<file path="src/rtl/fifo_rd_serializer.sv">
// Pops words from a FIFO read port (1-cycle read latency) and streams them out
// bit-serially over a valid/ready handshake, counting completed words.
module fifo_rd_serializer #(
    parameter int DATA_WIDTH = 8,
    parameter bit LSB_FIRST  = 1'b0,
    parameter int CNT_WIDTH  = 16
) (
    input  logic                  clk,
    input  logic                  resetn,
    input  logic                  fifo_empty,
    input  logic [DATA_WIDTH-1:0] fifo_dout,
    output logic                  fifo_rd,
    input  logic                  ser_ready,
    output logic                  ser_valid,
    output logic                  ser_bit,
    output logic                  ser_last,
    output logic                  busy,
    output logic [CNT_WIDTH-1:0]  words_sent
);

    localparam int BW = $clog2(DATA_WIDTH);
    localparam logic [BW-1:0] LAST_IDX = BW'(DATA_WIDTH - 1);

    typedef enum logic [1:0] {
        IDLE  = 2'd0,
        LOAD  = 2'd1,
        SHIFT = 2'd2
    } state_t;

    state_t                state, state_nxt;
    logic [DATA_WIDTH-1:0] shreg;
    logic [BW-1:0]         bitcnt;
    logic [CNT_WIDTH-1:0]  cnt_q;
    logic                  is_last;
    logic                  xfer;

    assign is_last    = (bitcnt == LAST_IDX);
    assign xfer       = (state == SHIFT) && ser_ready;
    assign words_sent = cnt_q;

    always_ff @(posedge clk) begin
        if (!resetn) state <= IDLE;
        else         state <= state_nxt;
    end

    always_comb begin
        state_nxt = IDLE;
        case (state)
            IDLE:    state_nxt = fifo_empty ? IDLE : LOAD;
            LOAD:    state_nxt = SHIFT;
            SHIFT: begin
                if (xfer && is_last) state_nxt = fifo_empty ? IDLE : LOAD;
                else                 state_nxt = SHIFT;
            end
            default: state_nxt = IDLE;
        endcase
    end

    // Outputs forced to their reset values while resetn is low, even before
    // the first clock edge has cleared the state register.
    always_comb begin
        fifo_rd   = 1'b0;
        ser_valid = 1'b0;
        ser_bit   = 1'b0;
        ser_last  = 1'b0;
        busy      = 1'b0;
        if (resetn) begin
            case (state)
                IDLE: fifo_rd = !fifo_empty;
                LOAD: busy    = 1'b1;
                SHIFT: begin
                    busy      = 1'b1;
                    ser_valid = 1'b1;
                    ser_bit   = LSB_FIRST ? shreg[0] : shreg[DATA_WIDTH-1];
                    ser_last  = is_last;
                    fifo_rd   = ser_ready && is_last && !fifo_empty;
                end
                default: ;
            endcase
        end
    end

    always_ff @(posedge clk) begin
        if (!resetn) begin
            shreg  <= '0;
            bitcnt <= '0;
            cnt_q  <= '0;
        end else begin
            case (state)
                LOAD: begin
                    shreg  <= fifo_dout;
                    bitcnt <= '0;
                end
                SHIFT: begin
                    if (xfer) begin
                        if (!is_last) begin
                            shreg  <= LSB_FIRST ? {1'b0, shreg[DATA_WIDTH-1:1]}
                                                : {shreg[DATA_WIDTH-2:0], 1'b0};
                            bitcnt <= bitcnt + BW'(1);
                        end else begin
                            cnt_q <= cnt_q + CNT_WIDTH'(1);
                        end
                    end
                end
                default: ;
            endcase
        end
    end

endmodule

</file>
<file path="config.mk">
export PLATFORM = sky130hd
export DESIGN_NAME = fifo_rd_serializer
export DESIGN_NICKNAME = d
export VERILOG_FILES = /design/src/rtl/fifo_rd_serializer.sv
export SDC_FILE = /design/constraint.sdc
export NUM_CORES = 1
export LEC_CHECK = 0
export BUFFER_PORTS_ARGS = -buffer_cell sky130_fd_sc_hd__buf_2
export CORE_MARGIN = 2
export CORE_UTILIZATION = 32
export DETAILED_ROUTE_END_ITERATION = 8
export PLACE_DENSITY = 0.54
export SYNTH_ARGS = -nofsm -noshare
export SYNTH_HDL_FRONTEND = slang
export SYNTH_SLANG_ARGS = --single-unit
</file>
<file path="constraint.sdc">
create_clock -name clk -period 1.5 [get_ports clk]
set_input_delay 0.3 -clock clk [delete_from_list [all_inputs] [get_ports clk]]
set_output_delay 0.3 -clock clk [all_outputs]
set_load 0.005 [all_outputs]
</file>
## Word level (Yosys, flattened, before mapping)

Cells that the tools add are included.

- Eq/ne operators: 5
- Reductions and logical operators: 10
- Mux-type cells: 19
- Add/subtract/negate cells: 2

Operator list:

| operator | number |
|---|---|
| 16-bit by 1-bit adder with 16-bit output, second input constant | 1 |
| 8-bit two-way mux | 2 |
| 8-bit case mux with 2 select lines | 1 |
| 1-bit two-way mux | 10 |
| 3-bit two-way mux | 2 |
| 2-bit case mux with 3 select lines | 1 |
| 3-bit case mux with 2 select lines | 1 |
| 3-bit AND reduction | 2 |
| 1-bit logical AND | 4 |
| 2-bit inequality test, second input constant | 2 |
| 3-bit by 1-bit adder with 3-bit output, second input constant | 1 |
| 3-bit == test, second input constant | 1 |
| 2-bit by 1-bit == test with 1-bit output, second input constant | 1 |
| 2-bit == test, second input constant | 1 |
| 2-bit zero test | 1 |
| 2-bit two-way mux | 1 |
| 1-bit case mux with 2 select lines | 1 |
| 2-bit nonzero test | 1 |
| 2-bit OR reduction | 1 |
| 1-bit zero test | 1 |

- Output and inout bits: 21
- Register bits: 29
- Input bits: 12

## Depth between registers and ports, before layout

- Word-level depth: 5
- Mapped depth: 8

## Worst setup path after synthesis

Ideal clock, no wire load.

- Path type: register to register
- From: register bitcnt[0]
- To: register cnt_q[11] (netlist: words_sent[11])
- Period minus slack after synthesis: 1.555 ns
- Arrival: 1.484 ns
- Data required time: 1.429 ns
- Slack: -0.055 ns
- Stages on the path, launching flop included: 8
- Path buffers: 1
- Path through: dfxtp_1 -> ha_1 -> ha_1 -> and4_1 -> buf_4 -> nand2_2 -> or3_1 -> a21oi_1

- Longest elaborated chain between the ends: 2

RTL lines:

| what | line | RTL |
|---|---|---|
| start: declaration | 32 | `logic [BW-1:0] bitcnt;` |
| start signal: assignment | 99 | `bitcnt <= bitcnt + BW'(1);` |
| 3-bit == test | 37 | `assign is_last = (bitcnt == LAST_IDX);` |
| 3-bit AND reduction (no source line) | -- |  |
| end signal: assignment | 101 | `cnt_q <= cnt_q + CNT_WIDTH'(1);` |
| end: declaration | 33 | `logic [CNT_WIDTH-1:0] cnt_q;` |

No other way between the ends.
A chain may end at the register's enable or synchronous reset.

## Worst setup path after layout

- From: register bitcnt[1]
- To: output port fifo_rd

- Longest elaborated chain between the ends: 5

RTL lines:

| what | line | RTL |
|---|---|---|
| 3-bit == test | 37 |  |
| 1-bit logical AND (2 in series) | 76 | `fifo_rd = ser_ready && is_last && !fifo_empty;` |
| 1-bit case mux with 2 select lines | 68 | `case (state)` |
| 1-bit two-way mux | 67 | `if (resetn) begin` |
| end: declaration | 12 | `output logic fifo_rd,` |

No other way between the ends.

==> impl_metrics.json <==
{
  "status": "finished, violations left",
  "violations": "setup timing",
  "cts.sink_count": 29,
  "cts-root-buf": "clkbuf_8",
  "critPathKind": "register to output pin",
  "clkTransAtPathRegs_ns": 0.07,
  "critPathCaptureType": "output pin",
  "grt_max_degree": 26,
  "clk_path_buf_depth": 2,
  "drv_slew": 0,
  "rows": 24,
  "route.layer.met1.wl_mm": 1.53,
  "coreArea_mm2": 0.00429,
  "drtIter0Drc": 55,
  "gp_congestion": 0.683,
  "antenna_left": 0,
  "power_leakage_nw": 1.01,
  "critPathMaxStageDelay_ns": 0.36,
  "worstPathMaxFanout": 3,
  "drv_cap": 0,
  "cts_buffers": 5,
  "fmaxAchievable_ghz": 0.590,
  "syn-num-nets": 178,
  "wl_per_cell_um": 13.6,
  "crit_chain": "ha_4 -> ha_4 -> and3_4 -> nor2_4 -> nor3_2 -> buf_2",
  "grt_util_all_layers": 0.159,
  "diodes": 0,
  "h-tree-depth": 2,
  "die_area_mm2": 0.00492,
  "ios": 33,
  "ys.warnings.count": 0,
  "highest_layer": "met4",
  "clock_latency_ns": 0.28,
  "cts_tree": "yes",
  "wl_mm": 3.77,
  "hold_depth": 2,
  "num_vias": 1356,
  "hpwl_mm": 2.35,
  "fp.dieH_um": 70.1,
  "syn2layout_area_growth_pct": 63.1,
  "layout_min_cycle_time_ns": 1.70,
  "grt_pass1_wl_mm": 6.17,
  "cts-hold-fix-buffers": 0,
  "drc": 0,
  "vias_per_cell": 4.90,
  "synthCells": 159,
  "min_period_over_period": 1.13,
  "yosysSeqAreaShare": 0.415,
  "maxSlewHeadroom": 0.742,
  "fin_util": 0.532,
  "fin_skew_ns": 0.00428,
  "cp.arrival_ns": 1.40,
  "overflow": 0,
  "drive_gt1_frac": 0.524,
  "dp_slack_ns": -0.115,
  "hold_path.class": "input port to register",
  "powerDensity_mw_per_mm2": 802,
  "fin_nets": 243,
  "rsz0062_at_grt": "true",
  "crit_path_top_delay_cell": "dfxtp_2",
  "fill_cells": 385,
  "portBuffers": 32,
  "wl_met2_mm": 2.01,
  "cp.required_ns": 1.20,
  "fin_ws_ns": -0.195,
  "ys_types": 30,
  "hold_viol": 0,
  "grt_pass1_vias": 1351,
  "wl_met3_um": 178,
  "synthesis.area_mm2": 0.00140,
  "drt-pass1-iter-count": 4,
  "antenna_found_initial": 0,
  "timing.hold.ws_ns": 0.196,
  "worstMarginPinSlew_ns": 0.385,
  "synth.avg_cell_area_um2": 8.81,
  "die_w_um": 70.1,
  "dpl.cell_count": 250,
  "reg2reg_depth": 8,
  "ir_drop_mv": 0.397,
  "final_cells": 277,
  "start_util": 0.326,
  "ys_ff_latch": 29,
  "final.setup.tns_ns": -2.48,
  "finalSetupViolations": 29,
  "cp-start-kind": "register",
  "cp_common_cell": "ha_4"
}
==> power breakdown <==
| part | leakage (nW) | internal (W) | switching, W | total [W] |
|---|---|---|---|---|
| Clock | 0.0542 | 0.000414 | 0.000311 | 0.000725 |
| Combinational | 0.716 | 0.000155 | 0.000135 | 0.000290 |
| Sequential | 0.237 | 0.000798 | 0.0000188 | 0.000817 |
| Total | 1.01 | 0.00137 | 0.000464 | 0.00183 |
==> metal layers <==
layer	global-route usage	vias up
li1	-	679
met1	0.180	641
met2	0.275	30
met3	0.0563	6
met4	0.0577	0
met5	0	-
==> worst paths after layout <==
kind / startpoint / end / slack (ns)
setup / recovery: bitcnt[1] / fifo_rd / -0.20
hold / removal: fifo_empty / state[0] / 0.20
setup reg to reg: bitcnt[1] / words_sent[11] / -0.18
hold reg to reg: words_sent[15] / words_sent[15] / 0.47
==> cell usage after synthesis (all sizes together) <==
| cell type | count | area (um2) |
|---|---|---|
| or3 | 1 | 6.26 |
| mux2i | 12 | 120 |
| inv | 2 | 7.51 |
| nand4 | 6 | 37.5 |
| and3 | 6 | 37.5 |
| nand2 | 12 | 47.6 |
| nor2 | 28 | 105 |
| buf | 4 | 25.0 |
| a21oi | 3 | 15.0 |
| xor2 | 5 | 43.8 |
| nor2b | 1 | 6.26 |
| o21ai | 1 | 5.00 |
| a22oi | 2 | 15.0 |
| nor4 | 2 | 12.5 |
| ha | 7 | 87.6 |
| nand2b | 5 | 31.3 |
| and3b | 1 | 8.76 |
| dfxtp | 29 | 581 |
| a31oi | 1 | 6.26 |
| and2 | 4 | 25.0 |
| nand3b | 1 | 7.51 |
| clkinv | 1 | 3.75 |
| xnor2 | 5 | 43.8 |
| clkbuf | 3 | 11.3 |
| and4 | 2 | 17.5 |
| a211oi | 7 | 52.6 |
| nor3 | 3 | 15.0 |
| nand3 | 5 | 25.0 |
==> area by class of cell <==
class                      instances  area (um2)  area share
clock buffer                       7        96.3      0.0422
clock inverter                     1        5.00     0.00219
inverter                           3        16.3     0.00712
multi-input combinational        120        1000       0.439
sequential                        29         586       0.256
tap                               52        65.1      0.0285
timing repair buffer              65         513       0.225
==> metrics by stage <==
step | power, W | instance area, um2
after floorplan | 0.000934 | 1440
after global placement | 0.00100 | 1750
after detailed placement | 0.00101 | 1750
after CTS | 0.00179 | 2100
after global routing | 0.00192 | 2280
final | 0.00183 | 2280
==> critical path, delay by kind of cell, from the launching register on <==
family,cells,cell delay (ns)
DFF,1,0.36
buffers and inverters,1,0.13
and+or+nand+nor,3,0.34
adders and majority gates,2,0.28
==> timing repair <==
item,CTS,global route
buffers inserted,17,3
resized for setup,34,32
pin swaps,17,18
hold endpoints to repair,0,0
cloned,0,1
setup endpoints to repair,16,27
==> logic make-up after synthesis <==
logic type | count (synthesis) | synth area share
flip-flops | 29 | 0.415
AND/OR/NAND/NOR | 77 | 0.273
multiplexers | 12 | 0.0858
buffers and inverters | 10 | 0.0340
XOR/XNOR | 10 | 0.0626
AO/OA/AOI/OAI | 14 | 0.0670
adder cells (fa/ha/maj) | 7 | 0.0626
==> registers in the layout, indices dropped and copies added, names as in the netlist <==
name,flops
bitcnt,3
shreg,8
state,2
words_sent,16
==> cell usage in the layout (no fill, tap or decap), types with 2 or more instances in the layout <==
master	n
clkbuf_8	7
buf_4	20
nand2b_1	5
inv_4	2
nor2_4	5
and2_4	3
and3_4	4
nand3_2	2
dfxtp_1	25
buf_2	28
ha_4	4
nand4_1	6
nor2_1	20
buf_12	2
nand2_2	3
buf_6	14
nor2_2	3
and3_1	2
xnor2_1	4
nor3_4	2
xor2_1	5
dfxtp_2	4
mux2i_1	12
nand3_1	3
nand2_1	9
ha_1	3
a211oi_2	6
a21oi_1	2
Note: power is estimated with default switching activity, not from simulation.
